**config.mk**
```make
export PLATFORM = sky130hd
export DESIGN_NAME = masked_arith_requester_flat
export DESIGN_NICKNAME = d
export VERILOG_FILES = /design/src/rtl/masked_arith_requester_if.sv /design/src/rtl/masked_arith_requester.sv /design/src/flat_wrapper.sv
export SDC_FILE = /design/constraint.sdc
export NUM_CORES = 1
export LEC_CHECK = 0
export ABC_AREA = 0
export BUFFER_PORTS_ARGS = -buffer_cell sky130_fd_sc_hd__buf_2
export CELL_PAD_IN_SITES_DETAIL_PLACEMENT = 1
export CELL_PAD_IN_SITES_GLOBAL_PLACEMENT = 1
export CORE_AREA = 4 4 202 204
export CTS_BUF_LIST = sky130_fd_sc_hd__clkbuf_16
export CTS_CLUSTER_DIAMETER = 50
export DETAILED_ROUTE_END_ITERATION = 16
export DIE_AREA = 0 0 206 208
export GPL_TIMING_DRIVEN = 0
export MAX_ROUTING_LAYER = met4
export PLACE_DENSITY_LB_ADDON = 0.1
export SLEW_MARGIN = 20
export SYNTH_ARGS = -nofsm -noshare
export SYNTH_HDL_FRONTEND = slang
export SYNTH_SLANG_ARGS = --single-unit
export TNS_END_PERCENT = 10
```
**constraint.sdc**
```tcl
create_clock -name ClkxCI -period 1.7 [get_ports ClkxCI]
set_input_delay 0.085 -clock ClkxCI [delete_from_list [all_inputs] [get_ports ClkxCI]]
set_output_delay 0.085 -clock ClkxCI [all_outputs]
set_load 0.1 [all_outputs]
```
**src/rtl/masked_arith_requester_if.sv**
```systemverilog
// Bus bundle for masked_arith_requester: seed, command, adder request/response,
// result and error signals. The master modport is the block's view; slave is the environment's.
interface masked_arith_requester_if #(
  parameter int unsigned DWIDTH = 32,
  parameter int unsigned SHARES = 2
);
  localparam int unsigned RWIDTH = DWIDTH * SHARES * (SHARES - 1) / 2;
  localparam int unsigned SWIDTH = DWIDTH * SHARES;

  logic                  SeedValidxSI;
  logic [2*RWIDTH-1:0]   SeedxDI;
  logic                  CmdValidxSI;
  logic                  CmdReadyxSO;
  logic                  CmdSubtractxSI;
  logic [SWIDTH-1:0]     CmdOpAxDI;
  logic [SWIDTH-1:0]     CmdOpBxDI;
  logic                  ReqValidxSO;
  logic                  ReqReadyxSI;
  logic                  ReqSubtractxSO;
  logic [SWIDTH-1:0]     ReqIn1xDO;
  logic [SWIDTH-1:0]     ReqIn2xDO;
  logic [RWIDTH-1:0]     RandomDOM1xDO;
  logic [RWIDTH-1:0]     RandomDOM2xDO;
  logic                  RespValidxSI;
  logic [SWIDTH-1:0]     RespResultxDI;
  logic                  ResValidxSO;
  logic                  ResReadyxSI;
  logic [SWIDTH-1:0]     ResResultxDO;
  logic                  ErrTimeoutxSO;
  logic                  ErrProtocolxSO;
  logic                  ErrClearxSI;

  modport master (
    input  SeedValidxSI, SeedxDI, CmdValidxSI, CmdSubtractxSI, CmdOpAxDI, CmdOpBxDI,
           ReqReadyxSI, RespValidxSI, RespResultxDI, ResReadyxSI, ErrClearxSI,
    output CmdReadyxSO, ReqValidxSO, ReqSubtractxSO, ReqIn1xDO, ReqIn2xDO,
           RandomDOM1xDO, RandomDOM2xDO, ResValidxSO, ResResultxDO,
           ErrTimeoutxSO, ErrProtocolxSO
  );

  modport slave (
    output SeedValidxSI, SeedxDI, CmdValidxSI, CmdSubtractxSI, CmdOpAxDI, CmdOpBxDI,
           ReqReadyxSI, RespValidxSI, RespResultxDI, ResReadyxSI, ErrClearxSI,
    input  CmdReadyxSO, ReqValidxSO, ReqSubtractxSO, ReqIn1xDO, ReqIn2xDO,
           RandomDOM1xDO, RandomDOM2xDO, ResValidxSO, ResResultxDO,
           ErrTimeoutxSO, ErrProtocolxSO
  );
endinterface

```
**src/rtl/masked_arith_requester.sv**
```systemverilog
// Sequences one masked add/subtract: registers shared operands, issues them to an external
// DOM adder with fresh PRNG randomness, waits a bounded time for the result, hands it on.
module masked_arith_requester #(
  parameter int unsigned DWIDTH  = 32,
  parameter int unsigned SHARES  = 2,
  parameter int unsigned TIMEOUT = 64
) (
  input logic ClkxCI,
  input logic RstxBI,
  masked_arith_requester_if.master bus
);
  localparam int unsigned RWIDTH = DWIDTH * SHARES * (SHARES - 1) / 2;
  localparam int unsigned SWIDTH = DWIDTH * SHARES;
  localparam int unsigned PWIDTH = 2 * RWIDTH;
  localparam int unsigned NWORDS = PWIDTH / 32;
  localparam int unsigned CWIDTH = $clog2(TIMEOUT);

  typedef enum logic [1:0] {S_IDLE, S_ISSUE, S_WAIT, S_DONE} state_t;

  state_t            state, state_nxt;
  logic [CWIDTH-1:0] cnt, cnt_nxt;
  logic              seeded;
  logic [PWIDTH-1:0] prng, prng_step, seed_fix;
  logic              cmd_ready, load_cmd, load_res, to_set, pe_set;
  logic              req_valid, res_valid, req_sub, err_to, err_pe;
  logic [SWIDTH-1:0] op_a, op_b, res;

  function automatic logic [31:0] xorshift32(input logic [31:0] x);
    logic [31:0] y;
    y = x ^ (x << 13);
    y = y ^ (y >> 17);
    y = y ^ (y << 5);
    return y;
  endfunction

  // Per-word PRNG step and seed sanitising (an all-zero word would lock xorshift at zero)
  for (genvar w = 0; w < NWORDS; w++) begin : g_word
    assign prng_step[32*w +: 32] = xorshift32(prng[32*w +: 32]);
    assign seed_fix[32*w +: 32]  = (bus.SeedxDI[32*w +: 32] == 32'd0) ? 32'd1
                                                                     : bus.SeedxDI[32*w +: 32];
  end

  assign cmd_ready = (state == S_IDLE) && seeded;

  always_ff @(posedge ClkxCI or negedge RstxBI) begin
    if (!RstxBI) begin
      state <= S_IDLE;
      cnt   <= '0;
    end else begin
      state <= state_nxt;
      cnt   <= cnt_nxt;
    end
  end

  always_comb begin
    state_nxt = state;
    cnt_nxt   = cnt;
    load_cmd  = 1'b0;
    load_res  = 1'b0;
    to_set    = 1'b0;
    pe_set    = 1'b0;
    case (state)
      S_IDLE: begin
        if (bus.CmdValidxSI && cmd_ready) begin
          load_cmd  = 1'b1;
          state_nxt = S_ISSUE;
        end
      end
      S_ISSUE: begin
        if (bus.ReqReadyxSI) begin
          cnt_nxt   = '0;
          state_nxt = S_WAIT;
        end
      end
      S_WAIT: begin
        cnt_nxt = cnt + CWIDTH'(1);
        // A response on the last allowed cycle still wins over the timeout
        if (bus.RespValidxSI) begin
          load_res  = 1'b1;
          state_nxt = S_DONE;
        end else if (cnt == CWIDTH'(TIMEOUT - 1)) begin
          to_set    = 1'b1;
          state_nxt = S_IDLE;
        end
      end
      S_DONE: begin
        if (bus.ResReadyxSI) state_nxt = S_IDLE;
      end
      default: state_nxt = S_IDLE;
    endcase
    if (bus.RespValidxSI && (state != S_WAIT)) pe_set = 1'b1;
  end

  // Registered outputs and share-wise datapath; shares are only ever moved, never combined
  always_ff @(posedge ClkxCI or negedge RstxBI) begin
    if (!RstxBI) begin
      req_valid <= 1'b0;
      res_valid <= 1'b0;
      req_sub   <= 1'b0;
      op_a      <= '0;
      op_b      <= '0;
      res       <= '0;
      err_to    <= 1'b0;
      err_pe    <= 1'b0;
    end else begin
      req_valid <= (state_nxt == S_ISSUE);
      res_valid <= (state_nxt == S_DONE);
      if (load_cmd) begin
        req_sub <= bus.CmdSubtractxSI;
        op_a    <= bus.CmdOpAxDI;
        op_b    <= bus.CmdOpBxDI;
      end
      if (load_res) res <= bus.RespResultxDI;
      if (to_set)               err_to <= 1'b1;
      else if (bus.ErrClearxSI) err_to <= 1'b0;
      if (pe_set)               err_pe <= 1'b1;
      else if (bus.ErrClearxSI) err_pe <= 1'b0;
    end
  end

  always_ff @(posedge ClkxCI or negedge RstxBI) begin
    if (!RstxBI) begin
      prng   <= '0;
      seeded <= 1'b0;
    end else if (bus.SeedValidxSI) begin
      prng   <= seed_fix;
      seeded <= 1'b1;
    end else if (seeded) begin
      prng <= prng_step;
    end
  end

  assign bus.CmdReadyxSO    = cmd_ready;
  assign bus.ReqValidxSO    = req_valid;
  assign bus.ReqSubtractxSO = req_sub;
  assign bus.ReqIn1xDO      = op_a;
  assign bus.ReqIn2xDO      = op_b;
  assign bus.RandomDOM1xDO  = prng[RWIDTH-1:0];
  assign bus.RandomDOM2xDO  = prng[PWIDTH-1:RWIDTH];
  assign bus.ResValidxSO    = res_valid;
  assign bus.ResResultxDO   = res;
  assign bus.ErrTimeoutxSO  = err_to;
  assign bus.ErrProtocolxSO = err_pe;
endmodule

```
**src/flat_wrapper.sv**
```systemverilog
// flat-port wrapper written by rule: the top's interface ports become plain ports
module masked_arith_requester_flat 
#(
  parameter int unsigned DWIDTH  = 32,
  parameter int unsigned SHARES  = 2,
  parameter int unsigned TIMEOUT = 64
)
  (ClkxCI, RstxBI, bus_SeedValidxSI, bus_SeedxDI, bus_CmdValidxSI, bus_CmdSubtractxSI, bus_CmdOpAxDI, bus_CmdOpBxDI, bus_ReqReadyxSI, bus_RespValidxSI, bus_RespResultxDI, bus_ResReadyxSI, bus_ErrClearxSI, bus_CmdReadyxSO, bus_ReqValidxSO, bus_ReqSubtractxSO, bus_ReqIn1xDO, bus_ReqIn2xDO, bus_RandomDOM1xDO, bus_RandomDOM2xDO, bus_ResValidxSO, bus_ResResultxDO, bus_ErrTimeoutxSO, bus_ErrProtocolxSO);
  masked_arith_requester_if #(.DWIDTH(DWIDTH), .SHARES(SHARES)) bus_i ();
  input logic ClkxCI;
  input logic RstxBI;
  input wire logic [$bits(bus_i.SeedValidxSI)-1:0] bus_SeedValidxSI;
  input wire logic [$bits(bus_i.SeedxDI)-1:0] bus_SeedxDI;
  input wire logic [$bits(bus_i.CmdValidxSI)-1:0] bus_CmdValidxSI;
  input wire logic [$bits(bus_i.CmdSubtractxSI)-1:0] bus_CmdSubtractxSI;
  input wire logic [$bits(bus_i.CmdOpAxDI)-1:0] bus_CmdOpAxDI;
  input wire logic [$bits(bus_i.CmdOpBxDI)-1:0] bus_CmdOpBxDI;
  input wire logic [$bits(bus_i.ReqReadyxSI)-1:0] bus_ReqReadyxSI;
  input wire logic [$bits(bus_i.RespValidxSI)-1:0] bus_RespValidxSI;
  input wire logic [$bits(bus_i.RespResultxDI)-1:0] bus_RespResultxDI;
  input wire logic [$bits(bus_i.ResReadyxSI)-1:0] bus_ResReadyxSI;
  input wire logic [$bits(bus_i.ErrClearxSI)-1:0] bus_ErrClearxSI;
  output wire logic [$bits(bus_i.CmdReadyxSO)-1:0] bus_CmdReadyxSO;
  output wire logic [$bits(bus_i.ReqValidxSO)-1:0] bus_ReqValidxSO;
  output wire logic [$bits(bus_i.ReqSubtractxSO)-1:0] bus_ReqSubtractxSO;
  output wire logic [$bits(bus_i.ReqIn1xDO)-1:0] bus_ReqIn1xDO;
  output wire logic [$bits(bus_i.ReqIn2xDO)-1:0] bus_ReqIn2xDO;
  output wire logic [$bits(bus_i.RandomDOM1xDO)-1:0] bus_RandomDOM1xDO;
  output wire logic [$bits(bus_i.RandomDOM2xDO)-1:0] bus_RandomDOM2xDO;
  output wire logic [$bits(bus_i.ResValidxSO)-1:0] bus_ResValidxSO;
  output wire logic [$bits(bus_i.ResResultxDO)-1:0] bus_ResResultxDO;
  output wire logic [$bits(bus_i.ErrTimeoutxSO)-1:0] bus_ErrTimeoutxSO;
  output wire logic [$bits(bus_i.ErrProtocolxSO)-1:0] bus_ErrProtocolxSO;
  assign bus_i.SeedValidxSI = bus_SeedValidxSI;
  assign bus_i.SeedxDI = bus_SeedxDI;
  assign bus_i.CmdValidxSI = bus_CmdValidxSI;
  assign bus_i.CmdSubtractxSI = bus_CmdSubtractxSI;
  assign bus_i.CmdOpAxDI = bus_CmdOpAxDI;
  assign bus_i.CmdOpBxDI = bus_CmdOpBxDI;
  assign bus_i.ReqReadyxSI = bus_ReqReadyxSI;
  assign bus_i.RespValidxSI = bus_RespValidxSI;
  assign bus_i.RespResultxDI = bus_RespResultxDI;
  assign bus_i.ResReadyxSI = bus_ResReadyxSI;
  assign bus_i.ErrClearxSI = bus_ErrClearxSI;
  assign bus_CmdReadyxSO = bus_i.CmdReadyxSO;
  assign bus_ReqValidxSO = bus_i.ReqValidxSO;
  assign bus_ReqSubtractxSO = bus_i.ReqSubtractxSO;
  assign bus_ReqIn1xDO = bus_i.ReqIn1xDO;
  assign bus_ReqIn2xDO = bus_i.ReqIn2xDO;
  assign bus_RandomDOM1xDO = bus_i.RandomDOM1xDO;
  assign bus_RandomDOM2xDO = bus_i.RandomDOM2xDO;
  assign bus_ResValidxSO = bus_i.ResValidxSO;
  assign bus_ResResultxDO = bus_i.ResResultxDO;
  assign bus_ErrTimeoutxSO = bus_i.ErrTimeoutxSO;
  assign bus_ErrProtocolxSO = bus_i.ErrProtocolxSO;
  masked_arith_requester #(.DWIDTH(DWIDTH), .SHARES(SHARES), .TIMEOUT(TIMEOUT)) u_core (.ClkxCI(ClkxCI), .RstxBI(RstxBI), .bus(bus_i));
endmodule
```
==> flow_summary.ini, run 1 <==
[outcome]
outcome = finished, violations left
violations = setup timing

[floorplan]
initial_core_util_pct = 31.6
core_um2 = 39300
dieArea_um2 = 42800
row_count = 73
dieHeight_um = 208
io_pins = 527
die_w_um = 206

[min_path]
hold_class = in2reg

[timing]
grt_setup_unrepaired = true
setup_violations = 59
period_needed_ns = 1.73
hold_violations = 0
period_share_pct = 102
clock.fmax_ghz = 0.576
maxSlewViolCount = 0
finalSetupTns_ns = -0.840
fin_skew_ns = 0.0188
tightest_slew_ns = 0.815
setup_slack_ns = -0.0348
slew_headroom_pct = 45.7

[clock_network]
clkSinkCount = 270
cts_buffers = 40
ctsLongestPathBuffers = 3
htreeDepth = 2
clock-root-buffer = clkbuf_16
cts_tree = built
insertion_delay_ns = 0.55
path_clk_slew_ns = 0.06

[worst_setup_path]
cpMostUsedCell = clkbuf_16
critPathTopFamily = simple AND/OR/NAND/NOR gates
crit_buf_inv = 3
cp-startpoint = u_core.seeded
crit_cells = 6
reg2reg_slack_ns = -0.03
worstSetupStartpointType = flip-flop
arrival_ns = 2.17
path_class = reg2reg
rr_worst_depth = 6
endpoint = u_core.bus.ReqIn1xDO[51]
required_ns = 2.14
worstPathCellList = buf_6, nor3b_4, and2_4, clkbuf_16, clkbuf_16, mux2_4
r2r-end = u_core.bus.ReqIn1xDO[51]
slowest_delay_ns = 0.33
reg2reg_from = u_core.seeded
endpoint_kind = flip-flop
crit_path_top_delay_cell = dfrtp_1
crit_fanout = 7

[logic_synthesis]
synth_top_family_by_area = multiplexers
yosysWarnings = 0
synth-xor-area-share_pct = 11.5
yosysSeqAreaShare_pct = 54.4
synth_edf_count = 0
synth_compound_area_share_pct = 5.47
synthMuxAreaShare_pct = 17.6
syn_area_per_cell_um2 = 13.0
synth_nets = 1222
synth_cell_types = 41
synth_flop_cell = dfrtp_1
netlist_instances = 956
synth_fa_ha_area_share_pct = 0.101
yosys.area_share.simple_pct = 8.22
synth_area_um2 = 12400
synth-seq-cells = 270
synthArstFlopShare_pct = 100

[grt]
antenna_found_initial = 6
grt_usage_pct = 25.7
grt_pass1_wl_um = 81700
grt_pass1_vias = 12701
grt_overflow = 0
grt_max_degree = 90

[finish]
drive_gt1_share_pct = 48.8
seq_area_um2 = 6780
area_growth_syn_to_layout_pct = 70.5
multiInputGateArea_um2 = 6050
final_common_cell = buf_2
final_cell_mix = buf_2 (516), dlygate4sd3_1 (261), dfrtp_1 (250)
final_util_pct = 54.0
nFillCells = 4158
final_nets = 2081

[placed_design]
io_buffers = 526
dpl.hpwl_um = 37700
routabilityCongestion = 0.829

[route]
avgRoutedWirePerCell_um = 25.2
drc_errors = 0
wl_um = 59800
drt_iter0_drc = 550
vias_per_cell = 4.86
firstDrtPassIters = 5
ant_nets = 0
vias = 11558

[job]
maxCapViolCount = 0
[stage by stage]
| stage | hold slack [ns] | cells | cell area [um^2] | worst slack, ns |
|---|---|---|---|---|
| finish | 0.0509 | 2376 | 21200 | -0.0348 |
| global route | 0.0831 | 2376 | 21200 | -0.0926 |
| CTS | 0.0159 | 2348 | 20500 | -0.0790 |
| detailed placement | 0.0606 | 2010 | 15900 | -0.413 |
| global placement | 0.298 | 2007 | 15800 | -4.98 |
| floorplan | -0.211 | 956 | 12500 | -0.736 |
[flip-flops by register name (all words and copies together) (netlist names), 2 cells and up]
signal,flops
u_core.bus.ReqIn1xDO,64
u_core.bus.ReqIn2xDO,64
u_core.bus.ResResultxDO,64
u_core.cnt,6
u_core.prng,64
u_core.state,2
[cell type report]
cell class / instances / area share (%)
buffer: 48 / 2.04
clock buffer: 41 / 4.84
sequential: 270 / 32.0
antenna: 7 / 0.0827
multi-input combinational: 614 / 28.5
inverter: 22 / 0.396
tap: 525 / 3.10
timing repair buffer: 819 / 27.5
clock inverter: 30 / 1.52
[routing by layer]
layer	vias up	share of wire [%]	global-route usage, %
met4	0	4.3	10.6
met5	-	0	-
li1	5130	-	-
met2	442	51	44.1
met1	5851	38	29.0
met3	135	6.3	5.61
[worst min path at each step]
stage	startpoint	slack (ns)	to	depth (start not counted)
floorplan	RstxBI	-0.21	u_core.bus.ErrProtocolxSO	0
global placement	bus_ErrClearxSI	0.30	u_core.bus.ErrTimeoutxSO	2
detailed placement	RstxBI	0.06	u_core.bus.ReqIn2xDO[37]	1
CTS	bus_SeedxDI[32]	0.02	u_core.prng[32]	4
global route	bus_SeedxDI[32]	0.08	u_core.prng[32]	4
finish	bus_SeedxDI[32]	0.05	u_core.prng[32]	4
[cells in the mapped netlist (all sizes together), types with 10 or more instances]
master	n	area (um^2)
a211o	16	140
inv	20	75.1
nor4b	10	87.6
dfrtp	270	6760
nor4	16	100
nor2	47	176
a31oi	20	125
nand4	20	125
nand2	44	165
xnor3	24	541
or3	21	131
a221o	11	110
xnor2	83	802
mux2	193	2170
nor2b	15	93.8
buf	25	158
xor2	10	87.6
nand3	17	85.1
a21oi	10	50.1
o21ai	36	180
clkbuf	25	95.1
[cell families after synthesis]
kind of cell,after synthesis
AOI/OAI and AO/OA,103
xor gates and xnor gates,117
adders and majority gates,1
buffers and inverters,72
DFF,270
muxes,195
and+or+nand+nor,198
[worst register-to-register path, cell delays in order, from the launching register on]
cell,delay (ns)
dfrtp_1,0.33
buf_6,0.12
nor3b_4,0.20
and2_4,0.30
clkbuf_16,0.21
clkbuf_16,0.15
mux2_4,0.31
[timing repair]
item	4_1_cts	5_1_grt
pin swaps	10	10
gates resized for setup	130	90
gates cloned	2	11
endpoints found under the hold margin	481	0
hold buffers	261	0
buffers inserted	4	12
setup endpoints to repair	248	203
Power of run 1 is left out: the tool's default activity adds up to more than one toggle a clock period on the data nets, which glitch-free logic cannot reach.
==> inputs of run 2 (changes only) <==
RECOVER_POWER = 50   (was default)
==> flow_summary.ini, run 2 (synthesis results as in run 1) <==
[outcome]
outcome = finished, violations left
violations = setup timing

[timing]
setup_violations = 55
hold_violations = 0
fin_hold_ws_ns = 0.0479
tightest_slew_ns = 0.994
slew_headroom_pct = 33.7
maxSlewViolCount = 0
clock.fmax_ghz = 0.578
grt_setup_unrepaired = true
period_share_pct = 102
setup_slack_ns = -0.0312
fin_skew_ns = 0.0184
period_needed_ns = 1.73

[clock_network]
clkSinkCount = 270
ctsLongestPathBuffers = 3
htreeDepth = 2
insertion_delay_ns = 0.55
cts_tree = built
clock-root-buffer = clkbuf_16
cts_buffers = 40
path_clk_slew_ns = 0.06

[floorplan]
io_pins = 527
core_um2 = 39300
dieArea_um2 = 42800
dieHeight_um = 208
die_w_um = 206
row_count = 73
initial_core_util_pct = 31.6

[worst_setup_path]
crit_buf_inv = 3
arrival_ns = 2.17
crit_path_top_delay_cell = dfrtp_1
worstPathCellList = buf_6, nor3b_4, and2_4, buf_12, clkbuf_16, mux2_4
crit_fanout = 7
slowest_delay_ns = 0.33
endpoint_kind = flip-flop
critPathTopFamily = simple AND/OR/NAND/NOR gates
path_class = reg2reg
required_ns = 2.14
reg2reg_from = u_core.seeded
cp-startpoint = u_core.seeded
worstSetupStartpointType = flip-flop

[finish]
drive_gt1_share_pct = 48.7
instances_no_fill = 2376
nFillCells = 4159
final_nets = 2081
area_growth_syn_to_layout_pct = 70.4
final_cell_mix = buf_2 (472), dlygate4sd3_1 (261), dfrtp_1 (250)
final_common_cell = buf_2
multiInputGateArea_um2 = 6050
seq_area_um2 = 6780

[route]
wl_um = 59800
vias = 11571
drt_iter0_drc = 521
firstDrtPassIters = 5
avgRoutedWirePerCell_um = 25.2
ant_nets = 0
vias_per_cell = 4.87
drc_errors = 0

[grt]
grt_overflow = 0
grt_pass1_vias = 12701
antenna_found_initial = 6
grt_pass1_wl_um = 81700
grt_max_degree = 90
grt_usage_pct = 25.7

[placed_design]
dpl.hpwl_um = 37700
io_buffers = 526
placedCellCount = 2010
routabilityCongestion = 0.829

[job]
maxCapViolCount = 0

[min_path]
min-delay-start = bus_SeedxDI[32]
hold_class = in2reg
[run 2: metal layers]
metal,part of all wire [%],wire (um),track usage [%]
met4,4.3,2560,10.6
met5,0,0,-
met1,38,22700,29.0
met2,51,30700,44.1
met3,6.3,3780,5.61
[run 2: final timing paths]
check / cells after the start / slack, ns / end
max in group asynchronous: 3 / 0.41 / u_core.prng[40]
worst max-delay path: 6 / -0.03 / u_core.bus.ReqIn1xDO[37]
worst max register to register: 6 / -0.03 / u_core.bus.ReqIn1xDO[37]
min in group asynchronous: 2 / 0.25 / u_core.bus.ReqIn1xDO[40]
worst min register to register: 1 / 0.50 / u_core.bus.ResResultxDO[50]
worst min-delay path: 4 / 0.05 / u_core.prng[32]
[run 2: what timing repair did]
item | 4_1_cts | 5_1_grt
setup endpoints to repair | 248 | 203
pin swaps | 10 | 10
gates cloned | 2 | 11
endpoints found under the hold margin | 481 | 0
gates resized for setup | 130 | 90
hold buffers | 261 | 0
buffers inserted | 4 | 12
[run 2: layout make-up]
type / instances / area share [%]
antenna: 7 / 0.0827
buffer: 48 / 2.04
clock buffer: 41 / 4.84
clock inverter: 30 / 1.52
inverter: 22 / 0.396
multi-input combinational: 614 / 28.6
sequential: 270 / 32.0
tap: 525 / 3.10
timing repair buffer: 819 / 27.4
[run 2: worst register-to-register path, cell delays in order (launching register included)]
cell and delay, ns:
dfrtp_1 0.33, buf_6 0.12, nor3b_4 0.20, and2_4 0.30, buf_12 0.19, clkbuf_16 0.17, mux2_4 0.31
[run 2: per-stage QoR]
stage	setup slack, ns	TNS (ns)	cell area (um^2)	util (%)
2_1_floorplan	-0.736	-108.28	12500	-
3_3_place_gp	-4.98	-1396.11	15800	40.2
3_5_place_dp	-0.413	-63.42	15900	40.4
4_1_cts	-0.0790	-5.92	20500	52.1
5_1_grt	-0.0926	-8.38	21200	53.9
6_report	-0.0312	-0.624	21200	53.9
Power of run 2 is left out for the same reason.
==> inputs of run 3 (changes only) <==
ABC_AREA = 1   (was 0)
CORE_AREA = default   (was 4 4 202 204)
CORE_ASPECT_RATIO = 1.25   (was default)
CORE_MARGIN = 4   (was default)
CORE_UTILIZATION = 32   (was default)
DIE_AREA = default   (was 0 0 206 208)
HOLD_SLACK_MARGIN = 0.02   (was default)
==> flow_summary.ini, run 3 <==
[placed_design]
routabilityCongestion = 0.868
dpl.hpwl_um = 40900
io_buffers = 525
place_area_um2 = 16200

[worst_setup_path]
reg2reg_from = u_core.state[0]
reg2reg_slack_ns = 0.05
critPathTopFamily = buffers and inverters
path_class = reg2out
arrival_ns = 1.57
r2r-end = u_core.bus.ReqIn1xDO[61]
crit_cells = 1
worstPathCellList = buf_2
slowest_delay_ns = 0.51
rr_worst_depth = 5
crit_fanout = 6
crit_path_top_delay_cell = buf_2
endpoint_kind = output pin
crit_buf_inv = 1
worstSetupStartpointType = flip-flop
required_ns = 1.62

[floorplan]
io_pins = 527
die_w_um = 188
core_um2 = 39400
dieArea_um2 = 43600
row_count = 81
dieHeight_um = 232
initial_core_util_pct = 32.7

[route]
wl_um = 58500
drc_errors = 0
drt_iter0_drc = 500
vias = 13280
vias_per_cell = 4.80
firstDrtPassIters = 4
ant_nets = 0
avgRoutedWirePerCell_um = 21.1

[timing]
maxSlewViolCount = 0
slew_headroom_pct = 9.99
fin_skew_ns = 0.0225
hold_violations = 0
period_needed_ns = 1.65
tightest_slew_ns = 1.35
grt_setup_unrepaired = true
period_share_pct = 97.1
setup_violations = 0
clock.fmax_ghz = 0.606

[grt]
grt_pass1_wl_um = 89000
grt_max_degree = 94
grt_overflow = 0
antenna_found_initial = 7
grt_pass1_vias = 15249
grt_usage_pct = 27.0

[finish]
area_growth_syn_to_layout_pct = 58.1
final_common_cell = nand2_1
final_nets = 2498
drive_gt1_share_pct = 34.1
final_cell_mix = nand2_1 (488), buf_2 (455), dfrtp_1 (269)
final_area_um2 = 20400

[logic_synthesis]
synth_edf_count = 0
synth_flop_cell = dfrtp_1
synthArstFlopShare_pct = 100
yosys-top-cells-count = nand2_1 (489), dfrtp_1 (270), inv_1 (127), mux2_4 (88), a21oi_1 (86)
ys_top_cells_by_area = dfrtp_1 (52%), nand2_1 (14%), mux2_4 (10%)
synth-seq-cells = 270
syn_area_per_cell_um2 = 9.24
yosysWarnings = 0
synth_top_area_share_pct = 52.4
netlist_instances = 1395
yosysSeqAreaShare_pct = 52.4
synth_area_um2 = 12900
synth_cell_types = 25
synth_nets = 1661
post-synth-top-count-cell = nand2_1
yosys.area.top_type = dfrtp_1

[clock_network]
clock-root-buffer = clkbuf_16
cts_tree = built
clkSinkCount = 270
ctsLongestPathBuffers = 3
cts_setup_buffers = 0
insertion_delay_ns = 0.56
cts_buffers = 41
htreeDepth = 2
path_clk_slew_ns = 0.06

[job]
maxCapViolCount = 0

[min_path]
hold_class = in2async

[outcome]
outcome = complete, no violations
-- run 3: final cells by class --
class	instances	area [um^2]
fill	4651	19000
sequential	270	6760
multi-input combinational	946	5370
timing repair buffer	794	5360
clock buffer	43	1080
tap	498	623
inverter	128	480
clock inverter	29	375
buffer	51	318
antenna	9	22.5
-- run 3: timing repair --
action	in CTS	in global routing
pin swaps	0	1
gates resized for setup	6	11
setup endpoints to repair	5	168
hold endpoints to repair	442	0
hold buffers	266	0
-- run 3: kinds of logic (layout without fill, tap and decap cells) --
group                    after synthesis  after routing  synth area share (%)
adder cells (fa/ha/maj)                1              1                0.0970
other                                  0              9                     0
buffers and inverters                179           1045                  6.06
multiplexers                         129            129                  13.8
AND/OR/NAND/NOR                      657            657                  20.3
AO/OA/AOI/OAI                        149            149                  6.67
flip-flops                           270            270                  52.4
XOR/XNOR                              10             10                 0.679
-- run 3: how the worst max path moves through the flow --
stage | end | start
2_1_floorplan | u_core.bus.ReqIn1xDO[10] | u_core.state[1]
3_3_place_gp | u_core.bus.ReqIn1xDO[13] | RstxBI
3_5_place_dp | u_core.prng[54] | u_core.seeded
4_1_cts | u_core.bus.ResResultxDO[25] | u_core.state[0]
5_1_grt | u_core.bus.ReqIn1xDO[14] | u_core.state[0]
6_report | bus_RandomDOM1xDO[15] | u_core.prng[15]
-- run 3: per-layer routing --
| layer | routed length, um | up-vias | GRT usage (%) |
|---|---|---|---|
| met2 | 31400 | 416 | 49.6 |
| li1 | - | 6201 | - |
| met4 | 2100 | 0 | 9.55 |
| met1 | 21900 | 6563 | 28.9 |
| met3 | 3150 | 100 | 5.61 |
| met5 | 0 | - | - |
-- run 3: through the flow --
stage	TNS (ns)	utilization, %	hold slack [ns]	std cells	worst slack [ns]
after floorplan	-57.44	-	-0.211	1395	-0.467
after CTS	0	51.7	0.116	2759	0.0105
after detailed placement	0	41.2	-0.0583	2421	0.0228
after global placement	-1332.27	41.0	0.286	2418	-4.97
after global routing	-1.19	51.7	0.157	2766	-0.0358
final	0	51.7	0.135	2768	0.0485
Power of run 3 is left out for the same reason.
